File: config.mk
export PLATFORM = sky130hd
export DESIGN_NAME = hilo_mdu
export DESIGN_NICKNAME = d
export VERILOG_FILES = /design/src/rtl/mdu_pkg.sv /design/src/rtl/hilo_mdu.sv
export SDC_FILE = /design/constraint.sdc
export NUM_CORES = 1
export LEC_CHECK = 0
export CORE_MARGIN = 2
export CORE_UTILIZATION = 55
export CTS_CLUSTER_SIZE = 30
export DETAILED_ROUTE_END_ITERATION = 7
export PLACE_DENSITY = 0.88
export REMOVE_ABC_BUFFERS = 1
export SETUP_SLACK_MARGIN = 0.3
export SLEW_MARGIN = 20
export SYNTH_ARGS = -nofsm -noshare
export SYNTH_HDL_FRONTEND = slang
export SYNTH_SLANG_ARGS = --single-unit
File: constraint.sdc
create_clock -name clk -period 7.7 [get_ports clk]
set_clock_uncertainty 0.2 [all_clocks]
set_input_delay 0.77 -clock clk [delete_from_list [all_inputs] [get_ports clk]]
set_output_delay 0.77 -clock clk [all_outputs]
set_load 0.05 [all_outputs]
File: src/rtl/mdu_pkg.sv
// Shared encodings for the multiply/HI-LO unit: opcodes, FSM states and opcode helpers.
package mdu_pkg;

  typedef enum logic [3:0] {
    OP_MULT  = 4'd0,
    OP_MULTU = 4'd1,
    OP_MADD  = 4'd2,
    OP_MADDU = 4'd3,
    OP_MSUB  = 4'd4,
    OP_MSUBU = 4'd5,
    OP_MUL   = 4'd6,
    OP_MTHI  = 4'd7,
    OP_MTLO  = 4'd8
  } mdu_op_e;

  typedef enum logic [1:0] {
    ST_IDLE = 2'd0,
    ST_MUL  = 2'd1,
    ST_ACC  = 2'd2
  } mdu_state_e;

  function automatic logic op_is_signed(input logic [3:0] op);
    return (op == OP_MULT) || (op == OP_MADD) || (op == OP_MSUB) || (op == OP_MUL);
  endfunction

  function automatic logic op_is_mul_class(input logic [3:0] op);
    return op <= OP_MUL;
  endfunction

endpackage

File: src/rtl/hilo_mdu.sv
// Multiply/HI-LO unit: registers EX operands, drives the external Multiplier,
// waits out its latency and then writes, accumulates into or subtracts from HI/LO.
module hilo_mdu
  import mdu_pkg::*;
#(
  parameter int MUL_LAT = 1
) (
  input  logic        clk,
  input  logic        resetn,
  input  logic        req_valid,
  output logic        req_ready,
  input  logic [3:0]  req_op,
  input  logic [31:0] req_a,
  input  logic [31:0] req_b,
  input  logic        flush,
  output logic        busy,
  output logic [31:0] hi,
  output logic [31:0] lo,
  output logic [31:0] mul_result,
  output logic        mul_valid,
  output logic        mul_start,
  output logic        mul_sign,
  output logic [31:0] mul_a,
  output logic [31:0] mul_b,
  input  logic [63:0] mul_prod
);

  localparam int CW = $clog2(MUL_LAT + 1);

  mdu_state_e    state_reg;
  logic [CW-1:0] cnt_reg;
  logic [3:0]    op_reg;
  logic [31:0]   a_reg;
  logic [31:0]   b_reg;
  logic          sign_reg;
  logic          start_reg;
  logic [31:0]   hi_reg;
  logic [31:0]   lo_reg;
  logic [31:0]   mul_result_reg;
  logic          mul_valid_reg;

  logic          accept;
  logic [63:0]   hilo_next;

  assign busy       = (state_reg != ST_IDLE);
  assign req_ready  = ~busy;
  assign accept     = req_valid & req_ready & ~flush;

  assign hi         = hi_reg;
  assign lo         = lo_reg;
  assign mul_result = mul_result_reg;
  assign mul_valid  = mul_valid_reg;
  assign mul_start  = start_reg;
  assign mul_sign   = sign_reg;
  assign mul_a      = a_reg;
  assign mul_b      = b_reg;

  // The 64-bit accumulate/subtract wraps naturally modulo 2^64.
  always_comb begin
    hilo_next = {hi_reg, lo_reg};
    case (op_reg)
      OP_MULT, OP_MULTU: hilo_next = mul_prod;
      OP_MADD, OP_MADDU: hilo_next = {hi_reg, lo_reg} + mul_prod;
      OP_MSUB, OP_MSUBU: hilo_next = {hi_reg, lo_reg} - mul_prod;
      default:           hilo_next = {hi_reg, lo_reg};
    endcase
  end

  always_ff @(posedge clk) begin
    if (!resetn) begin
      state_reg      <= ST_IDLE;
      cnt_reg        <= '0;
      op_reg         <= '0;
      a_reg          <= '0;
      b_reg          <= '0;
      sign_reg       <= 1'b0;
      start_reg      <= 1'b0;
      hi_reg         <= '0;
      lo_reg         <= '0;
      mul_result_reg <= '0;
      mul_valid_reg  <= 1'b0;
    end else begin
      start_reg     <= 1'b0;
      mul_valid_reg <= 1'b0;
      case (state_reg)
        ST_IDLE: begin
          if (accept) begin
            if (req_op == OP_MTHI) begin
              hi_reg <= req_a;
            end else if (req_op == OP_MTLO) begin
              lo_reg <= req_a;
            end else if (op_is_mul_class(req_op)) begin
              op_reg    <= req_op;
              a_reg     <= req_a;
              b_reg     <= req_b;
              sign_reg  <= op_is_signed(req_op);
              start_reg <= 1'b1;
              cnt_reg   <= CW'(MUL_LAT);
              state_reg <= ST_MUL;
            end
            // Undefined opcodes are swallowed without side effects.
          end
        end
        ST_MUL: begin
          if (flush) begin
            state_reg <= ST_IDLE;
          end else begin
            cnt_reg <= cnt_reg - CW'(1);
            if (cnt_reg == CW'(1)) begin
              state_reg <= ST_ACC;
            end
          end
        end
        ST_ACC: begin
          state_reg <= ST_IDLE;
          // A flush landing on the write edge cancels the write entirely.
          if (!flush) begin
            if (op_reg == OP_MUL) begin
              mul_result_reg <= mul_prod[31:0];
              mul_valid_reg  <= 1'b1;
            end else begin
              {hi_reg, lo_reg} <= hilo_next;
            end
          end
        end
        default: state_reg <= ST_IDLE;
      endcase
    end
  end

endmodule
# [Yosys cells after proc, flatten, opt, wreduce, memory -nomap -nowiden]
# Cells that the tools add are included.
[op_classes] add_sub_neg=3 n_lt_le_gt_ge=1 eq_ne=24 mux=27 bitwise_logic=10 reduce_logical=20
[ops] cell="$mux 32" n=9
[ops] cell="$pmux 64 s3" n=1
[ops] cell="$pmux 32 s2" n=2
[ops] cell="$add 64x64->64" n=1
[ops] cell="$sub 64x64->64" n=1
[ops] cell="$eq 4x3->1 const B" n=6
[ops] cell="$ne 2x2->1 const B" n=9
[ops] cell="$eq 4x2->1 const B" n=3
[ops] cell="$mux 2" n=6
[ops] cell="$reduce_and 6->1" n=2
[ops] cell="$reduce_and 5->1" n=2
[ops] cell="$logic_not 4->1" n=2
[ops] cell="$not 1->1" n=8
[ops] cell="$mux 1" n=7
[ops] cell="$reduce_and 7->1" n=1
[ops] cell="$reduce_bool 2->1" n=3
[ops] cell="$reduce_or 2->1" n=3
[ops] cell="$reduce_or 5->1" n=1
[ops] cell="$eq 4x1->1 const B" n=1
[ops] cell="$eq 4x4->1 const B" n=1
[ops] cell="$le 4x3->1 const B" n=1
[ops] cell="$ne 4x1->1 const B" n=1
[ops] cell="$pmux 2 s2" n=1
[ops] cell="$logic_or 1x1->1" n=3
[ops] cell="other kinds (9)" n=10
[word_totals] ff_bits=170 inputBits=136 output_inout_bits=165 elab_cells=96

# [Depth between registers and ports, before layout]
[logic_depth] depth_word=6 depth_mapped=23 depth_no_buf=22

# [Least setup slack after synthesis]
# OpenSTA, ideal clock, no wires.
[synth_path] path_kind="input port to flip-flop" startpoint="in mul_prod[2]" endpoint="reg hi_reg[31] (netlist: hi[31])" t_arrival_ps=4811 required_ps=7367 setup_slack_ps=2556 path_stages=23 n_path_buf=2 path_cell_list="buf_2 nor4_2 nand3_1 or3_4 or2_4 nor2_2 and2_4 nand3_2 nor4_4 nor2_1 xnor2_1 ha_1 clkbuf_1 a21o_1 a21o_1 a21oi_1 nor2b_1 o21a_1 o211ai_1 nand2_1 or3b_1 mux2i_1 a311oi_1"
[synth_between] elab_chain_cells=5 word_cells_on_any_way=6
[synth_lines] item="start: declaration" line="hilo_mdu.sv:25" text="input logic [63:0] mul_prod"
[synth_lines] item="$sub 64x64->64 or $add 64x64->64 (tied branches)" line="hilo_mdu.sv:64, hilo_mdu.sv:63"
[synth_lines] item="$pmux 64 s3 (*)" line="hilo_mdu.sv:61" text="case (op_reg)"
[synth_lines] item="$mux 32 (*)" line="hilo_mdu.sv:118" text="if (op_reg == OP_MUL) begin"
[synth_lines] item="$mux 32 (*)" line="hilo_mdu.sv:117" text="if (!flush) begin"
[synth_lines] item="$pmux 32 s2 (*)" line="hilo_mdu.sv:85" text="case (state_reg)"
[synth_lines] item="end signal: assignment" line="hilo_mdu.sv:89" text="hi_reg <= req_a;"
[synth_lines] item="end signal: assignment" line="hilo_mdu.sv:122" text="{hi_reg, lo_reg} <= hilo_next;"
[synth_lines] item="end: declaration" line="hilo_mdu.sv:37" text="logic [31:0] hi_reg;"
# Every way passes the cells marked *; elsewhere a longest branch is shown, timed or not. The select of a mux whose other input is x is not followed.
# A chain may end at the register's enable or synchronous reset.

# [Worst setup path after layout]
# Same ends and word-level chain as after synthesis.

==> impl_table.tex <==
\begin{tabular}{lr}
\hline
Metric & Value \\
\hline
\multicolumn{2}{l}{\textbf{Place}} \\
Worst setup timing slack at the placement stage & about 1.4 ns \\
Placer's final routability congestion estimate & $\sim$1.0 \\
HPWL after detailed placement & $\sim$36000 um \\
Number of buffers inserted by port buffering & 300 \\
\multicolumn{2}{l}{\textbf{Power and ir drop}} \\
Power per standard cell area & approximately 150 nW/um\^{}2 \\
Power dissipated by switching net loads & approximately 790 uW \\
Worst IR Drop VDD & $\sim$0.16 mV \\
Internal Dissipation & approximately 1.6 mW \\
Sequential cell fraction of total power & a little under two fifths \\
Switching part of the total & between 30\% and 40\% \\
Clock network power share & 40.3\% \\
Leakage power figure & $\sim$6.2 nW \\
Part of the total power dissipated in combinational logic & 21.3\% \\
\multicolumn{2}{l}{\textbf{Worst setup path}} \\
Worst R2R Path Depth & 14 \\
Critical Path Source Type & input pin \\
Source of the worst register-to-register timing path & op\_reg[3]\$\_SDFFE\_PN0P\_ \\
FF-to-FF setup slack & around 2.4 ns \\
Arrival time reported for the critical path endpoint & slightly above 6 ns \\
Crit end category & flop \\
Category of the critical setup timing path & input pin to flop \\
Worst r2r dst & hi[16]\$\_SDFFE\_PN0P\_ \\
Peak fanout along the critical path & 9 \\
Required arrival time at the worst endpoint & between 7 and 8 ns \\
\multicolumn{2}{l}{\textbf{Die}} \\
Die area & $\sim$23000 um\^{}2 \\
Width of the die & $\sim$150 um \\
Height of the die & between 150 and 200 um \\
Starting density of the core & 55.8\% \\
Placement Rows & 54 \\
Floorplan Core Area & approximately 22000 um\^{}2 \\
I/O pin total & between 300 and 400 \\
\multicolumn{2}{l}{\textbf{Yosys}} \\
Most common flop cell mapped by yosys & sky130\_fd\_sc\_hd\_\_dfxtp\_1 \\
Main area contributors after synthesis & sky130\_fd\_sc\_hd\_\_dfxtp\_1 (28\%), sky130\_fd\_sc\_hd\_\_nand2\_1 (11\%), sky130\_fd\_sc\_hd\_\_a21oi\_1 (9.6\%) \\
Cell type with the highest aggregate area in the netlist & sky130\_fd\_sc\_hd\_\_dfxtp\_1 \\
Count of state elements after synthesis & between 150 and 200 \\
Count of synthesis-stage warnings from yosys & 0 \\
Synth top area share & approximately 28\% \\
Mapped Cells & roughly 1700 \\
Leading cell types by count after synthesis & sky130\_fd\_sc\_hd\_\_nand2\_1 (364), sky130\_fd\_sc\_hd\_\_a21oi\_1 (232), sky130\_fd\_sc\_hd\_\_dfxtp\_1 (170) \\
Share of the yosys chip area belonging to registers & between 20 and 30\% \\
Most common cell in the synthesized netlist & sky130\_fd\_sc\_hd\_\_nand2\_1 \\
Post-synth ARST share & 0\% \\
Area of the mapped netlist & approximately 12000 um\^{}2 \\
Number of enable flip-flop cells after synthesis & 0 \\
Synthesized area per cell & 7.28 um\^{}2 \\
Synth unique cells & 82 \\
\multicolumn{2}{l}{\textbf{Clocking}} \\
Number of H-tree levels & 4 \\
CTS tree & built \\
CTS buffer count & 17 \\
Clock tree root buffer cell & sky130\_fd\_sc\_hd\_\_clkbuf\_16 \\
CTS hold repair buffers & 0 \\
Setup Fix Bufs, Post-CTS & 0 \\
Total number of clock tree sinks & 170 \\
Resized Gates After CTS & 0 \\
Register clock-pin slew on the reported worst setup and hold paths & around 0.07 ns \\
Worst-skew pair later-pin latency & around 0.45 ns \\
Max Root-Sink Buffers & 2 \\
\multicolumn{2}{l}{\textbf{Finish}} \\
Share of layout cells above drive strength 1 & around 4.4\% \\
Number of diodes added for antenna fixing & 0 \\
Final Core Density & 72.7\% \\
Area growth from synthesis to layout & 30.3\% \\
Count of nets after finishing & 2083 \\
Fillers & 1733 \\
\multicolumn{2}{l}{\textbf{Global routing}} \\
Remaining global-route overflow & 0 \\
Antenna violations before repair & 1 \\
Number of global-route vias before repair & 13400 \\
Pin count of the biggest net entering global routing & 79 \\
Total Routing Usage GR & 40.5\% \\
Global-route wire length before repair & 75500 um \\
\multicolumn{2}{l}{\textbf{Timing}} \\
Unrepaired setup endpoints after global routing & no \\
Final cycle utilization of the critical path & approximately four fifths \\
Worst slew margin & between 20\% and 30\% \\
PnR worst setup slack & 1.61 ns \\
Finish-stage setup viols & 0 \\
FMAX & between 150 and 200 MHz \\
Pin slew with the least headroom to its limit & between 1 and 1.5 ns \\
Clock period minus final worst setup slack & 6.09 ns \\
Count of final hold-check violations & 0 \\
Sum Neg Setup Slack & 0 ns \\
Max Slew Vio Count & 0 \\
\multicolumn{2}{l}{\textbf{Status}} \\
Run status & finished clean \\
\multicolumn{2}{l}{\textbf{Route}} \\
Number of optimization iterations in the first detailed-route pass & 8 \\
Number of DRC violations after detailed-routing iteration 0 & about 1300 \\
Number of antenna-violating nets in the routed design & 0 \\
Via-to-Cell Ratio & between 6 and 7 \\
Post-route DRC violation count & 0 \\
Via count & $\sim$14000 \\
Post-DR wirelength/cell & around 22 um \\
Total wire length after detailed routing & 48800 um \\
\multicolumn{2}{l}{\textbf{Job}} \\
Max-cap viol count & 0 \\
\multicolumn{2}{l}{\textbf{Worst hold path}} \\
Worst min-delay path startpoint & mul\_a[24]\$\_SDFFE\_PN0P\_ \\
Hold worst-path end & mul\_a[24]\$\_SDFFE\_PN0P\_ \\
WHS Path Cells & 2 \\
Kind of path behind the tightest hold check & flop to flop \\
\hline
\end{tabular}
-- critical path, cell delays in order --
cell                              delay (ns)
sky130_fd_sc_hd__clkdlybuf4s50_1        0.57
sky130_fd_sc_hd__nor4_2                 0.48
sky130_fd_sc_hd__nand3_1                0.29
sky130_fd_sc_hd__or3_4                  0.45
sky130_fd_sc_hd__or2_4                  0.29
sky130_fd_sc_hd__nor2_2                 0.19
sky130_fd_sc_hd__and2_4                 0.19
sky130_fd_sc_hd__nand3_2                0.27
sky130_fd_sc_hd__nor4_4                 0.36
sky130_fd_sc_hd__nor2_1                 0.09
sky130_fd_sc_hd__xnor2_1                0.13
sky130_fd_sc_hd__ha_1                   0.42
sky130_fd_sc_hd__a21o_1                 0.23
sky130_fd_sc_hd__a21o_1                 0.17
sky130_fd_sc_hd__a21oi_1                0.19
sky130_fd_sc_hd__nor2b_1                0.07
sky130_fd_sc_hd__o21a_1                 0.17
sky130_fd_sc_hd__o211ai_1               0.15
sky130_fd_sc_hd__nand2_1                0.09
sky130_fd_sc_hd__or3b_1                 0.36
sky130_fd_sc_hd__mux2i_1                0.17
sky130_fd_sc_hd__a311oi_1               0.07
-- worst max path at each step --
| stage | startpoint | to | slack [ns] |
|---|---|---|---|
| detailed placement | mul_prod[2] | hi[29]$_SDFFE_PN0P_ | 1.45 |
| global route | mul_prod[2] | hi[31]$_SDFFE_PN0P_ | 1.30 |
| CTS | mul_prod[2] | hi[29]$_SDFFE_PN0P_ | 1.78 |
| floorplan | state_reg[1]$_SDFFE_PN0P_ | mul_result[0]$_SDFFE_PN0P_ | 2.01 |
| global placement | mul_prod[2] | hi[29]$_SDFFE_PN0P_ | 1.51 |
| finish | mul_prod[2] | hi[31]$_SDFFE_PN0P_ | 1.61 |
-- cells in the final DEF (no fill, tap or decap), types with 20 or more instances in the layout --
cell	instances
sky130_fd_sc_hd__nand4_1	26
sky130_fd_sc_hd__inv_1	24
sky130_fd_sc_hd__a21oi_1	232
sky130_fd_sc_hd__nor2_1	97
sky130_fd_sc_hd__dfxtp_1	170
sky130_fd_sc_hd__nand2_1	363
sky130_fd_sc_hd__xnor2_1	56
sky130_fd_sc_hd__o211ai_1	45
sky130_fd_sc_hd__o21ai_0	58
sky130_fd_sc_hd__a311oi_1	20
sky130_fd_sc_hd__clkdlybuf4s50_1	300
sky130_fd_sc_hd__ha_1	64
sky130_fd_sc_hd__nand3_1	26
sky130_fd_sc_hd__xor2_1	64
sky130_fd_sc_hd__a21o_1	51
sky130_fd_sc_hd__nor3_1	22
sky130_fd_sc_hd__a211oi_1	25
-- cell type report --
| cell class | count | area, um^2 | share of cell area (%) |
|---|---|---|---|
| flip-flops and latches | 170 | 3400 | 21.5 |
| well taps | 280 | 350 | 2.21 |
| multi-input cells | 1356 | 8240 | 52.0 |
| clock buffers | 17 | 425 | 2.69 |
| repair buffers | 312 | 3090 | 19.5 |
| clock inverters | 15 | 220 | 1.39 |
| inverters | 25 | 96.3 | 0.609 |
-- cell families after synthesis --
group	share of synthesized area, %
AO/OA/AOI/OAI	29.6
XOR/XNOR	8.79
adder cells (fa/ha/maj)	6.76
buffers and inverters	4.50
flip-flops	28.0
multiplexers	0.165
AND/OR/NAND/NOR	22.2
-- power by group through the flow --
stage / combinational [mW] / sequential [mW] / clock (mW)
detailed placement: 0.484 / 0.925 / 0
finish: 0.502 / 0.905 / 0.949
global placement: 0.481 / 0.924 / 0
CTS: 0.489 / 0.904 / 0.943
global route: 0.532 / 0.907 / 0.986
floorplan: 0.225 / 0.974 / 0
-- per-layer routing --
layer  GRT usage [%]  vias to the layer above  wire length (um)
li1                -                     6397                 -
met1            52.0                     6578             19500
met2            62.9                      908             21100
met3            9.44                      204              5100
met4            22.4                        2              3110
met5               0                        -                12
-- metrics by stage --
| stage | hold WS (ns) | power [mW] | cells | area (um^2) |
|---|---|---|---|---|
| after floorplan | 0.237 | 1.20 | 1551 | 11700 |
| after global placement | 0.241 | 1.41 | 2143 | 15200 |
| after detailed placement | 0.246 | 1.41 | 2143 | 15200 |
| after CTS | 0.257 | 2.34 | 2175 | 15800 |
| after global routing | 0.276 | 2.42 | 2175 | 15800 |
| final | 0.254 | 2.35 | 2175 | 15800 |
No activity file was read; power rests on OpenSTA's default activity.
